## src/rtl/store_trace_fifo.sv

```systemverilog
// Capture buffer for processor data-memory stores. Each store strobe pushes
// the (address, data) pair into a show-ahead FIFO that a host drains over valid/ready.
module store_trace_fifo #(
  parameter int N     = 64,
  parameter int DEPTH = 8,
  parameter int AW    = $clog2(DEPTH)
) (
  input  logic          CLOCK_50,
  input  logic          reset,
  input  logic          DM_writeEnable,
  input  logic [N-1:0]  DM_addr,
  input  logic [N-1:0]  DM_writeData,
  input  logic          out_ready,
  output logic          out_valid,
  output logic [N-1:0]  out_addr,
  output logic [N-1:0]  out_data,
  output logic [AW:0]   count,
  output logic          overflow,
  output logic [7:0]    drop_count,
  input  logic          clr_overflow
);

  localparam logic [AW:0]   FULL_CNT = (AW+1)'(DEPTH);
  localparam logic [AW:0]   CNT_ONE  = (AW+1)'(1);
  localparam logic [AW-1:0] PTR_ONE  = AW'(1);

  logic [2*N-1:0] mem_q [DEPTH];
  logic [AW-1:0]  wp_q, wp_d;
  logic [AW-1:0]  rp_q, rp_d;
  logic [AW:0]    count_q, count_d;
  logic           overflow_q, overflow_d;
  logic [7:0]     drop_q, drop_d;

  logic push, pop, full, accept, drop;

  // Handshake: the head transfers on any cycle where out_valid and out_ready
  // are both high; out_ready while empty has no effect. The producer side has
  // no back-pressure, so a store arriving while full is dropped and counted.
  always_comb begin
    push       = DM_writeEnable;
    pop        = (count_q != '0) & out_ready;
    full       = (count_q == FULL_CNT);
    accept     = push & (~full | pop);
    drop       = push & full & ~pop;
    wp_d       = accept ? wp_q + PTR_ONE : wp_q;
    rp_d       = pop ? rp_q + PTR_ONE : rp_q;
    count_d    = count_q;
    overflow_d = overflow_q;
    drop_d     = drop_q;
    case ({accept, pop})
      2'b10:   count_d = count_q + CNT_ONE;
      2'b01:   count_d = count_q - CNT_ONE;
      default: count_d = count_q;
    endcase
    // Clearing wins over a same-cycle drop, which is then not recorded.
    if (clr_overflow) begin
      overflow_d = 1'b0;
      drop_d     = 8'd0;
    end else if (drop) begin
      overflow_d = 1'b1;
      drop_d     = (drop_q == 8'hFF) ? drop_q : drop_q + 8'd1;
    end
  end

  always_ff @(posedge CLOCK_50) begin
    if (reset) begin
      wp_q       <= '0;
      rp_q       <= '0;
      count_q    <= '0;
      overflow_q <= 1'b0;
      drop_q     <= 8'd0;
    end else begin
      wp_q       <= wp_d;
      rp_q       <= rp_d;
      count_q    <= count_d;
      overflow_q <= overflow_d;
      drop_q     <= drop_d;
    end
  end

  always_ff @(posedge CLOCK_50) begin
    if (!reset && accept) begin
      mem_q[wp_q] <= {DM_addr, DM_writeData};
    end
  end

  assign out_valid  = (count_q != '0);
  assign out_addr   = mem_q[rp_q][2*N-1:N];
  assign out_data   = mem_q[rp_q][N-1:0];
  assign count      = count_q;
  assign overflow   = overflow_q;
  assign drop_count = drop_q;

endmodule

```

## config.mk

```make
export PLATFORM = sky130hd
export DESIGN_NAME = store_trace_fifo
export DESIGN_NICKNAME = d
export VERILOG_FILES = /design/src/rtl/store_trace_fifo.sv
export SDC_FILE = /design/constraint.sdc
export NUM_CORES = 1
export LEC_CHECK = 0
export ABC_AREA = 1
export BUFFER_PORTS_ARGS = -buffer_cell sky130_fd_sc_hd__buf_2
export CORE_ASPECT_RATIO = 0.5
export CORE_UTILIZATION = 30
export DETAILED_ROUTE_END_ITERATION = 12
export GPL_ROUTABILITY_DRIVEN = 0
export SYNTH_ARGS = -nofsm -noshare
export SYNTH_HDL_FRONTEND = slang
export SYNTH_SLANG_ARGS = --single-unit
export TNS_END_PERCENT = 100
```

## constraint.sdc

```tcl
create_clock -name CLOCK_50 -period 26.9 [get_ports CLOCK_50]
set_clock_uncertainty 0.2 [all_clocks]
set_input_delay 5.38 -clock CLOCK_50 [delete_from_list [all_inputs] [get_ports CLOCK_50]]
set_output_delay 5.38 -clock CLOCK_50 [all_outputs]
set_load 0.05 [all_outputs]
```

# == Word-level counts from Yosys, hierarchy flattened ==
# Memory sizes are Yosys's and may differ from the RTL's. A register that Yosys moved wholly into a read port is not among the register bits.
# Cells that the tools add are included.
# classes
shift,0
n_mul,0
reduce_logical,6
add_sub_neg,5
n_eq_ne,4
div_mod_pow,0
order_cmp,0
n_bitwise,8
mux,5
# op_table
op,n
$add A8 B1 Y8 const B,1
$eq A8 B8 Y1 const B,1
$pmux W4 S2,1
$add A3 B1 Y3 const B,2
$mux W3,2
$add A4 B1 Y4 const B,1
$and A1 B1 Y1,4
$eq A4 B4 Y1 const B,1
$reduce_bool A4 Y1,1
$sub A4 B1 Y4 const B,1
$not A1 Y1,3
$eq A2 B1 Y1 const B,1
$eq A2 B2 Y1 const B,1
$mux W1,2
$reduce_and A2 Y1,1
$reduce_bool A2 Y1,1
$reduce_or A2 Y1,1
$logic_and A1 B1 Y1,1
$logic_not A1 Y1,1
$or A1 B1 Y1,1
# word_totals
ram_bits,1024
in_bits,133
latchBits,0
output_inout_bits,142
regBits,19
n_memories,1
romBits,0
# memory_table
memory,depth,word_bits,rd,rd_clocked_by_memory_dff,wr,line,source
mem_q,8,128,1,1,1,27,logic [2*N-1:0] mem_q [DEPTH];

# == Logic depth before layout (Yosys ltp) ==
# Gate-level depths: netlist (run 1).
# logic_depth
word_depth,7
depth_mapped,13
mapped_depth_nobuf,13

# == Worst setup path before layout (run 1) ==
# Ideal clock, no wire load.
# synth_path
kind,input to register
startpoint,input port out_ready
endpoint,memory mem_q[0][0] in the netlist's numbering (enable)
path_stages,6
slack_ps,11406
required_ps,25927
t_arrival_ps,14521
cell_sequence,nor2_1 -> nand3_1 -> nand2_1 -> nor2_1 -> inv_1 -> nor3_1
# synth_via
elab_chain_cells,6
# synth_rtl
element,line,source
start: declaration,13,"input logic out_ready,"
$and A1 B1 Y1,41,pop = (count_q != '0) & out_ready;
$or A1 B1 Y1,43,accept = push & (~full | pop);
$and A1 B1 Y1,43,
$logic_and A1 B1 Y1,82,if (!reset && accept) begin
$mux W1,82,
$mux W1 (implied by the code),83,"mem_q[wp_q] <= {DM_addr, DM_writeData};"
end: declaration,27,
# No other way between the ends.

==> flow_summary.html, run 1 <==
<table>
<tr><th>Metric</th><th>Value</th></tr>
<tr><th colspan="2">Detailed routing</th></tr>
<tr><td>Highest routed metal layer</td><td>met5</td></tr>
<tr><td>Total vias in the final route</td><td>about 25000</td></tr>
<tr><td>Routed len/inst</td><td>19.27 microns</td></tr>
<tr><td>Detailed-routing iteration count for the pre-antenna-repair pass</td><td>5</td></tr>
<tr><td>Routed wire length on met3</td><td>between 4000 and 5000 microns</td></tr>
<tr><td>Vias/cell</td><td>4.854</td></tr>
<tr><td>DRC violations left</td><td>0</td></tr>
<tr><td>WL final</td><td>around 100000 microns</td></tr>
<tr><td>Met2 Routed Length</td><td>49840 microns</td></tr>
<tr><td>Number of DRC violations after detailed-routing iteration 0</td><td>roughly 2000</td></tr>
<tr><td>Met1 Routed Length</td><td>approximately 42000 microns</td></tr>
<tr><td>Antenna-violating nets left</td><td>0</td></tr>
<tr><th colspan="2">Die</th></tr>
<tr><td>Count of pins on the block boundary</td><td>275</td></tr>
<tr><td>Overall die width</td><td>523.2 microns</td></tr>
<tr><td>Placeable Area</td><td>about 130000 sq um</td></tr>
<tr><td>Die Ht</td><td>262.6 microns</td></tr>
<tr><td>Effective utilization at floorplan</td><td>between 30% and 40%</td></tr>
<tr><td>Die footprint</td><td>137400 sq um</td></tr>
<tr><td>Placement Rows</td><td>95</td></tr>
<tr><th colspan="2">Finish</th></tr>
<tr><td>Area taken by flip-flops and latches</td><td>31200 sq um</td></tr>
<tr><td>Final cell area excluding filler cells</td><td>46780 sq um</td></tr>
<tr><td>Multi-input combinational cell area</td><td>8487 sq um</td></tr>
<tr><td>Count of nets after finishing</td><td>3408</td></tr>
<tr><td>Number of inserted filler cells in the final layout</td><td>12970</td></tr>
<tr><td>Area grow syn2layout</td><td>14.83%</td></tr>
<tr><td>Fraction of final layout cells with drive strength greater than 1</td><td>13.49%</td></tr>
<tr><th colspan="2">GRT</th></tr>
<tr><td>Wire length of the first global-routing pass</td><td>between 100000 and 150000 microns</td></tr>
<tr><td>Vias in the first global route</td><td>24706</td></tr>
<tr><td>Number of antenna violations at the first check in global routing</td><td>26</td></tr>
<tr><td>Total gr overflow</td><td>0</td></tr>
<tr><td>Maximum number of pins on one net before global-route repair</td><td>209</td></tr>
<tr><td>Overall global routing resource usage</td><td>around 14%</td></tr>
<tr><th colspan="2">Timing</th></tr>
<tr><td>Max Transition Viols Final</td><td>0</td></tr>
<tr><td>Total negative slack</td><td>0 ns</td></tr>
<tr><td>Period Utilization, post-route</td><td>40.67%</td></tr>
<tr><td>Setup-failing EPs final</td><td>0</td></tr>
<tr><td>Max Clk Rate</td><td>91.40 MHz</td></tr>
<tr><td>Slew @ Worst Pin</td><td>1.328 ns</td></tr>
<tr><td>Tmin final</td><td>10.94 ns</td></tr>
<tr><td>RSZ-0062 raised after global routing</td><td>false</td></tr>
<tr><td>Number of hold violations in the final report</td><td>0</td></tr>
<tr><td>Max-slew headroom at the worst pin</td><td>11.49%</td></tr>
<tr><th colspan="2">Clocking</th></tr>
<tr><td>Number of clock sinks seen by CTS</td><td>~1000</td></tr>
<tr><td>Setup Fix Bufs, Post-CTS</td><td>0</td></tr>
<tr><td>PostCTS Resize Cnt</td><td>0</td></tr>
<tr><td>Clock transition at path regs</td><td>0.06 ns</td></tr>
<tr><td>Insertion delay to the later sink of the worst-skew pair</td><td>0.69 ns</td></tr>
<tr><td>Cts bufs inserted</td><td>94</td></tr>
<tr><td>Count of hold-fix buffers inserted at cts</td><td>0</td></tr>
<tr><td>Library cell used as clock root buffer</td><td>clkbuf_16</td></tr>
<tr><td>Maximum clock insertion buffer count</td><td>3</td></tr>
<tr><td>H-tree depth</td><td>3</td></tr>
<tr><td>CTS tree</td><td>built</td></tr>
<tr><th colspan="2">Setup path</th></tr>
<tr><td>Setup crit end</td><td>out_addr[46]</td></tr>
<tr><td>Reg2Reg Launch Point</td><td>count[1]</td></tr>
<tr><td>Required time of the critical path</td><td>21.32 ns</td></tr>
<tr><td>Cell type with the highest occurrence count on the critical path</td><td>buf_4</td></tr>
<tr><td>Cell count of the worst reg-to-reg path</td><td>9</td></tr>
<tr><td>WP data arrival</td><td>5.36 ns</td></tr>
<tr><td>Startpoint-to-endpoint class of the critical path</td><td>flop to output port</td></tr>
<tr><td>Worst R2R Setup Slack</td><td>22.67 ns</td></tr>
<tr><td>Highest net fanout along the worst path</td><td>148</td></tr>
<tr><td>Master of the slowest instance on the critical path</td><td>buf_4</td></tr>
<tr><td>Cell-by-cell trace of the critical path</td><td>inv_8 -&gt; buf_4 -&gt; buf_4 -&gt; buf_4 -&gt; nor2_1 -&gt; o32ai_1 -&gt; nand2_1 -&gt; nand2_1 -&gt; buf_2</td></tr>
<tr><td>Slowest Stage Delay on Critical Path</td><td>0.81 ns</td></tr>
<tr><td>Type of destination of the critical path</td><td>output port</td></tr>
<tr><td>Reg2Reg Capture Point</td><td>mem_q[0][50]</td></tr>
<tr><td>Launching element type of the critical path</td><td>flop</td></tr>
<tr><th colspan="2">Pwr</th></tr>
<tr><td>Largest vdd supply drop</td><td>0.00005365 V</td></tr>
<tr><td>Total power density per cell area</td><td>87.50 nW/um^2</td></tr>
<tr><td>Lkg Pwr</td><td>between 15 and 20 nW</td></tr>
<tr><th colspan="2">Run status</th></tr>
<tr><td>Outcome</td><td>completed</td></tr>
<tr><th colspan="2">Synth</th></tr>
<tr><td>Number of register bits inferred by synthesis</td><td>1046</td></tr>
<tr><td>Number of warnings reported in the yosys synthesis log</td><td>0</td></tr>
<tr><td>Post-synthesis cell count</td><td>3060</td></tr>
<tr><td>Seq/Total Area, Yosys</td><td>76.56%</td></tr>
<tr><td>Total nets after synthesis</td><td>roughly 3200</td></tr>
<tr><td>Cell variety after synth</td><td>21</td></tr>
<tr><td>Average cell area after synthesis</td><td>13.31 sq um</td></tr>
<tr><td>Netlist area before placement</td><td>between 40000 and 50000 sq um</td></tr>
<tr><th colspan="2">Job</th></tr>
<tr><td>Max-Cap Viols</td><td>0</td></tr>
<tr><th colspan="2">Placement</th></tr>
<tr><td>I/O Buffers</td><td>between 200 and 300</td></tr>
<tr><td>Estimated wirelength of the detail-placed design</td><td>approximately 52000 microns</td></tr>
<tr><td>Cell area reported after detailed placement</td><td>43750 sq um</td></tr>
<tr><th colspan="2">Hold path</th></tr>
<tr><td>Hold WC Path Type</td><td>flop to flop</td></tr>
</table>
==> cells in the mapped netlist <==
cell type / n / share of area [%]
nand4_1: 4 / 0.061
nand3_1: 11 / 0.14
o21ai_0: 266 / 3.3
nand2_1: 430 / 4.0
buf_1: 5 / 0.046
xnor2_1: 2 / 0.043
buf_6: 21 / 0.58
o32ai_1: 256 / 5.5
a21oi_1: 16 / 0.20
xor2_1: 3 / 0.065
buf_2: 54 / 0.66
dfxtp_1: 22 / 1.1
nor3_1: 6 / 0.074
inv_1: 28 / 0.26
buf_4: 10 / 0.18
edfxtp_1: 1024 / 75
inv_2: 1 / 0.0092
clkbuf_1: 108 / 1.0
nor3b_1: 1 / 0.018
ha_1: 4 / 0.12
nor2_1: 788 / 7.3
==> critical path: cells and delay by family, from the launching register on <==
family          cells  cell delay (ns)
simple gates        3             0.30
compound gates      1             0.28
flops               1             0.57
buf+inv             5             3.25
==> placed cells by master (no fill, tap or decap), types with 3 or more instances in the layout <==
| cell | netlist | layout |
|---|---|---|
| edfxtp_1 | 1024 | 1024 |
| nor2_1 | 788 | 784 |
| nand2_1 | 430 | 430 |
| buf_2 | 54 | 274 |
| o21ai_0 | 266 | 266 |
| o32ai_1 | 256 | 256 |
| clkbuf_16 | 0 | 94 |
| buf_4 | 10 | 37 |
| inv_1 | 28 | 27 |
| clkinv_1 | 0 | 26 |
| dfxtp_1 | 22 | 19 |
| clkbuf_1 | 108 | 18 |
| a21oi_1 | 16 | 16 |
| diode_2 | 0 | 15 |
| clkinv_2 | 0 | 14 |
| nand3_1 | 11 | 11 |
| bufinv_16 | 0 | 10 |
| nor2_4 | 0 | 4 |
| nor3_2 | 0 | 4 |
| nand4_1 | 4 | 4 |
| ha_1 | 4 | 4 |
| xor2_1 | 3 | 3 |
| dfxtp_4 | 0 | 3 |
==> state kept, by name, indices dropped and copies added (netlist names), named ones only <==
register	cells
wp_q	3
count	4
drop_count	8
rp_q	3
overflow	1
mem_q	1024
==> worst min path at each step <==
stage / endpoint / cells past startpoint / from
6_report: flop / 2 / rp_q[2]
5_1_grt: flop / 2 / rp_q[2]
4_1_cts: flop / 2 / rp_q[2]
3_5_place_dp: flop / 2 / rp_q[2]
3_3_place_gp: flop / 2 / rp_q[2]
2_1_floorplan: flop / 2 / rp_q[2]
==> kinds of logic after synthesis <==
family | Yosys count | share of synthesized area [%]
flip-flops | 1046 | 76.56
adder cells (fa/ha/maj) | 4 | 0.1228
XOR/XNOR | 5 | 0.1075
AND/OR/NAND/NOR | 1240 | 11.51
AO/OA/AOI/OAI | 538 | 8.968
buffers and inverters | 227 | 2.736
==> layout make-up <==
class / instances / area share, %
flip-flops and latches: 1046 / 66.69
multi-input cells: 1787 / 18.14
clock buffers: 112 / 5.172
well taps: 1794 / 4.798
repair buffers: 313 / 3.610
clock inverters: 57 / 1.244
inverters: 29 / 0.2648
diodes: 15 / 0.08023
==> power breakdown <==
part,switching [mW],internal (mW)
logic,0.693,0.218
registers,0.0242,1.82
clock network,0.596,0.740
==> through the flow <==
step | worst slack (ns) | total power, mW | instances | util [%] | hold WS (ns)
finish | 15.96 | 4.094 | 5153 | 34.77 | 0.2599
global route | 15.44 | 4.254 | 5151 | 34.77 | 0.2886
CTS | 15.85 | 4.133 | 5138 | 34.74 | 0.2588
detailed placement | 16.63 | 2.798 | 4969 | 32.51 | 0.2464
global placement | 16.73 | 2.783 | 4969 | 32.51 | 0.2382
floorplan | 11.41 | 2.572 | 3060 | - | 0.2334
==> layer usage <==
metal  vias to the layer above  global-route usage, %
li1                      11629                      -
met5                         -                      0
met1                     12680                  17.85
met3                       147                  2.299
met2                       553                  24.38
met4                         4                  5.165
No activity file was read; power rests on OpenSTA's default activity.
==> inputs of run 2 (changes only) <==
Clock period 26.9 ns to 10.65 ns, I/O delays scaled along.
==> flow_summary.html, run 2 (synthesis gave the netlist of run 1 again) <==
<table>
<tr><th>Metric</th><th>Value</th></tr>
<tr><th colspan="2">Run status</th></tr>
<tr><td>Outcome</td><td>completed (unchanged)</td></tr>
<tr><th colspan="2">Die</th></tr>
<tr><td>Die Ht</td><td>262.6 microns (unchanged)</td></tr>
<tr><td>Die footprint</td><td>137400 sq um (unchanged)</td></tr>
<tr><td>Overall die width</td><td>523.2 microns (unchanged)</td></tr>
<tr><td>Placeable Area</td><td>134600 sq um (unchanged)</td></tr>
<tr><td>Count of pins on the block boundary</td><td>275 (unchanged)</td></tr>
<tr><td>Placement Rows</td><td>95 (unchanged)</td></tr>
<tr><td>Effective utilization at floorplan</td><td>30.28% (unchanged)</td></tr>
<tr><th colspan="2">GRT</th></tr>
<tr><td>Number of antenna violations at the first check in global routing</td><td>18 (was 26)</td></tr>
<tr><td>Maximum number of pins on one net before global-route repair</td><td>209 (unchanged)</td></tr>
<tr><td>Vias in the first global route</td><td>25054 (was 24706)</td></tr>
<tr><td>Wire length of the first global-routing pass</td><td>147400 microns (was 148200 microns)</td></tr>
<tr><td>Overall global routing resource usage</td><td>14.00% (was 14.14%)</td></tr>
<tr><td>Total gr overflow</td><td>0 (unchanged)</td></tr>
<tr><th colspan="2">Clocking</th></tr>
<tr><td>H-tree depth</td><td>3 (unchanged)</td></tr>
<tr><td>Maximum clock insertion buffer count</td><td>3 (unchanged)</td></tr>
<tr><td>Number of clock sinks seen by CTS</td><td>1046 (unchanged)</td></tr>
<tr><td>Cts bufs inserted</td><td>96 (was 94)</td></tr>
<tr><td>Library cell used as clock root buffer</td><td>clkbuf_16 (unchanged)</td></tr>
<tr><td>Insertion delay to the later sink of the worst-skew pair</td><td>0.69 ns (about the same)</td></tr>
<tr><td>CTS tree</td><td>built (unchanged)</td></tr>
<tr><td>Setup Fix Bufs, Post-CTS</td><td>0 (unchanged)</td></tr>
<tr><td>Clock transition at path regs</td><td>0.06 ns (about the same)</td></tr>
<tr><td>PostCTS Resize Cnt</td><td>0 (unchanged)</td></tr>
<tr><td>Count of hold-fix buffers inserted at cts</td><td>0 (unchanged)</td></tr>
<tr><th colspan="2">Pwr</th></tr>
<tr><td>Total power density per cell area</td><td>222.8 nW/um^2 (was 87.50 nW/um^2)</td></tr>
<tr><td>Switching portion of total power</td><td>32.14% (was 32.08%)</td></tr>
<tr><td>Largest vdd supply drop</td><td>0.0001297 V (was 0.00005365 V)</td></tr>
<tr><td>Int Pwr</td><td>7.100 mW (was 2.780 mW)</td></tr>
<tr><td>Part of the power in the clock network</td><td>33.4% (was 32.6%)</td></tr>
<tr><td>Combinational Power Share</td><td>22.1% (was 22.3%)</td></tr>
<tr><td>Lkg Pwr</td><td>15.80 nW (was 15.73 nW)</td></tr>
<tr><td>Net load switching power</td><td>3.362 mW (was 1.313 mW)</td></tr>
<tr><td>Relative contribution of sequential cells to total power</td><td>44.5% (was 45.1%)</td></tr>
<tr><th colspan="2">Timing</th></tr>
<tr><td>Max Transition Viols Final</td><td>0 (unchanged)</td></tr>
<tr><td>RSZ-0062 raised after global routing</td><td>false (unchanged)</td></tr>
<tr><td>Period Utilization, post-route</td><td>59.04%</td></tr>
<tr><td>Total negative slack</td><td>0 ns (unchanged)</td></tr>
<tr><td>Max-slew headroom at the worst pin</td><td>17.49% (was 11.49%)</td></tr>
<tr><td>Tmin final</td><td>6.288 ns</td></tr>
<tr><td>Max Clk Rate</td><td>159.0 MHz</td></tr>
<tr><td>Slew @ Worst Pin</td><td>1.238 ns (was 1.328 ns)</td></tr>
<tr><td>Number of hold violations in the final report</td><td>0 (unchanged)</td></tr>
<tr><td>Setup-failing EPs final</td><td>0 (unchanged)</td></tr>
<tr><th colspan="2">Detailed routing</th></tr>
<tr><td>Total vias in the final route</td><td>24975 (was 25013)</td></tr>
<tr><td>Vias/cell</td><td>4.855 (was 4.854)</td></tr>
<tr><td>DRC violations left</td><td>0 (unchanged)</td></tr>
<tr><td>WL final</td><td>98380 microns (was 99310 microns)</td></tr>
<tr><td>Routed len/inst</td><td>19.12 microns (was 19.27 microns)</td></tr>
<tr><td>Number of DRC violations after detailed-routing iteration 0</td><td>1786 (was 1967)</td></tr>
<tr><td>Detailed-routing iteration count for the pre-antenna-repair pass</td><td>5 (unchanged)</td></tr>
<tr><td>Antenna-violating nets left</td><td>0 (unchanged)</td></tr>
<tr><th colspan="2">Finish</th></tr>
<tr><td>Fraction of final layout cells with drive strength greater than 1</td><td>13.80% (was 13.49%)</td></tr>
<tr><td>Count of nets after finishing</td><td>3399 (was 3408)</td></tr>
<tr><td>Number of flip-flops under the largest register name</td><td>1024 (unchanged)</td></tr>
<tr><td>Most used cells in the layout excluding fill and tap cells</td><td>1024 x edfxtp_1, 784 x nor2_1, 430 x nand2_1, 274 x buf_2, 266 x o21ai_0 (unchanged)</td></tr>
<tr><td>Largest register by flop count</td><td>mem_q (unchanged)</td></tr>
<tr><td>Area grow syn2layout</td><td>15.28% (was 14.83%)</td></tr>
<tr><td>Number of inserted filler cells in the final layout</td><td>12975 (was 12970)</td></tr>
<tr><td>Final cell area excluding filler cells</td><td>46970 sq um (was 46780 sq um)</td></tr>
<tr><td>Fin cells</td><td>5144 (was 5153)</td></tr>
<tr><td>Leading cell type in the layout, fill and taps excluded</td><td>edfxtp_1 (unchanged)</td></tr>
<tr><th colspan="2">Placement</th></tr>
<tr><td>I/O Buffers</td><td>274 (unchanged)</td></tr>
<tr><td>Estimated wirelength of the detail-placed design</td><td>49460 microns (was 51890 microns)</td></tr>
<tr><td>Cell total after placement</td><td>4958 (was 4969)</td></tr>
<tr><td>Cell area reported after detailed placement</td><td>43760 sq um (was 43750 sq um)</td></tr>
<tr><th colspan="2">Setup path</th></tr>
<tr><td>Highest net fanout along the worst path</td><td>208 (was 148)</td></tr>
<tr><td>Type of destination of the critical path</td><td>output port (unchanged)</td></tr>
<tr><td>Startpoint-to-endpoint class of the critical path</td><td>flop to output port (unchanged)</td></tr>
<tr><td>Required time of the critical path</td><td>8.32 ns (was 21.32 ns)</td></tr>
<tr><td>Launching element type of the critical path</td><td>flop (unchanged)</td></tr>
<tr><td>WP data arrival</td><td>3.96 ns (was 5.36 ns)</td></tr>
<tr><th colspan="2">Job</th></tr>
<tr><td>Max-Cap Viols</td><td>0 (unchanged)</td></tr>
<tr><th colspan="2">Hold path</th></tr>
<tr><td>Hold WC Path Type</td><td>flop to flop (unchanged)</td></tr>
</table>
## run 2: worst max-delay path: stages, from the launching register on
cell	delay (ns)
dfxtp_4	0.69
buf_12	0.71
buf_12	0.66
nor2_1	0.12
o32ai_1	0.37
nand2_1	0.10
nand2_1	0.09
buf_2	0.26
## run 2: per-stage QoR
stage | total power, mW | hold slack (ns) | util (%) | setup slack, ns
after global placement | 7.026 | 0.2343 | 32.52 | 5.195
after detailed placement | 7.067 | 0.2469 | 32.52 | 5.165
final | 10.46 | 0.2561 | 34.91 | 4.362
after CTS | 10.57 | 0.2592 | 34.89 | 4.382
after global routing | 10.87 | 0.2885 | 34.90 | 4.146
after floorplan | 6.496 | 0.2334 | - | -1.594
## run 2: layout make-up
type | instances | area (sq um) | area share (%)
flip-flops and latches | 1046 | 31200 | 66.43
well taps | 1794 | 2245 | 4.779
inverters | 29 | 123.9 | 0.2637
multi-input cells | 1787 | 8487 | 18.07
clock inverters | 64 | 684.4 | 1.457
clock buffers | 112 | 2494 | 5.309
diodes | 10 | 25.02 | 0.05328
repair buffers | 302 | 1707 | 3.634
## run 2: worst paths after layout
kind / slack, ns / cells after the start / startpoint / endpoint
hold / removal: 0.26 / 2 / rp_q[2] / flop
hold reg to reg: 0.26 / 2 / rp_q[2] / flop
setup / recovery: 4.36 / 7 / flop / out_addr[7]
setup reg to reg: 7.11 / 8 / count[0] / mem_q[0][57]
## run 2: power by group through the flow
| stage | Clock (mW) | Sequential (mW) | Combinational, mW |
|---|---|---|---|
| after floorplan | 0 | 4.75 | 1.75 |
| after global placement | 0 | 4.74 | 2.28 |
| after detailed placement | 0 | 4.74 | 2.32 |
| after CTS | 3.59 | 4.65 | 2.33 |
| after global routing | 3.72 | 4.66 | 2.48 |
| final | 3.50 | 4.65 | 2.31 |
## run 2: layer usage
layer | global-route usage [%] | vias up | wire length, microns
met5 | 0 | - | 49
met4 | 5.341 | 8 | 3151
met3 | 2.388 | 186 | 4368
met2 | 24.30 | 566 | 48870
met1 | 17.36 | 12609 | 41940
li1 | - | 11606 | -
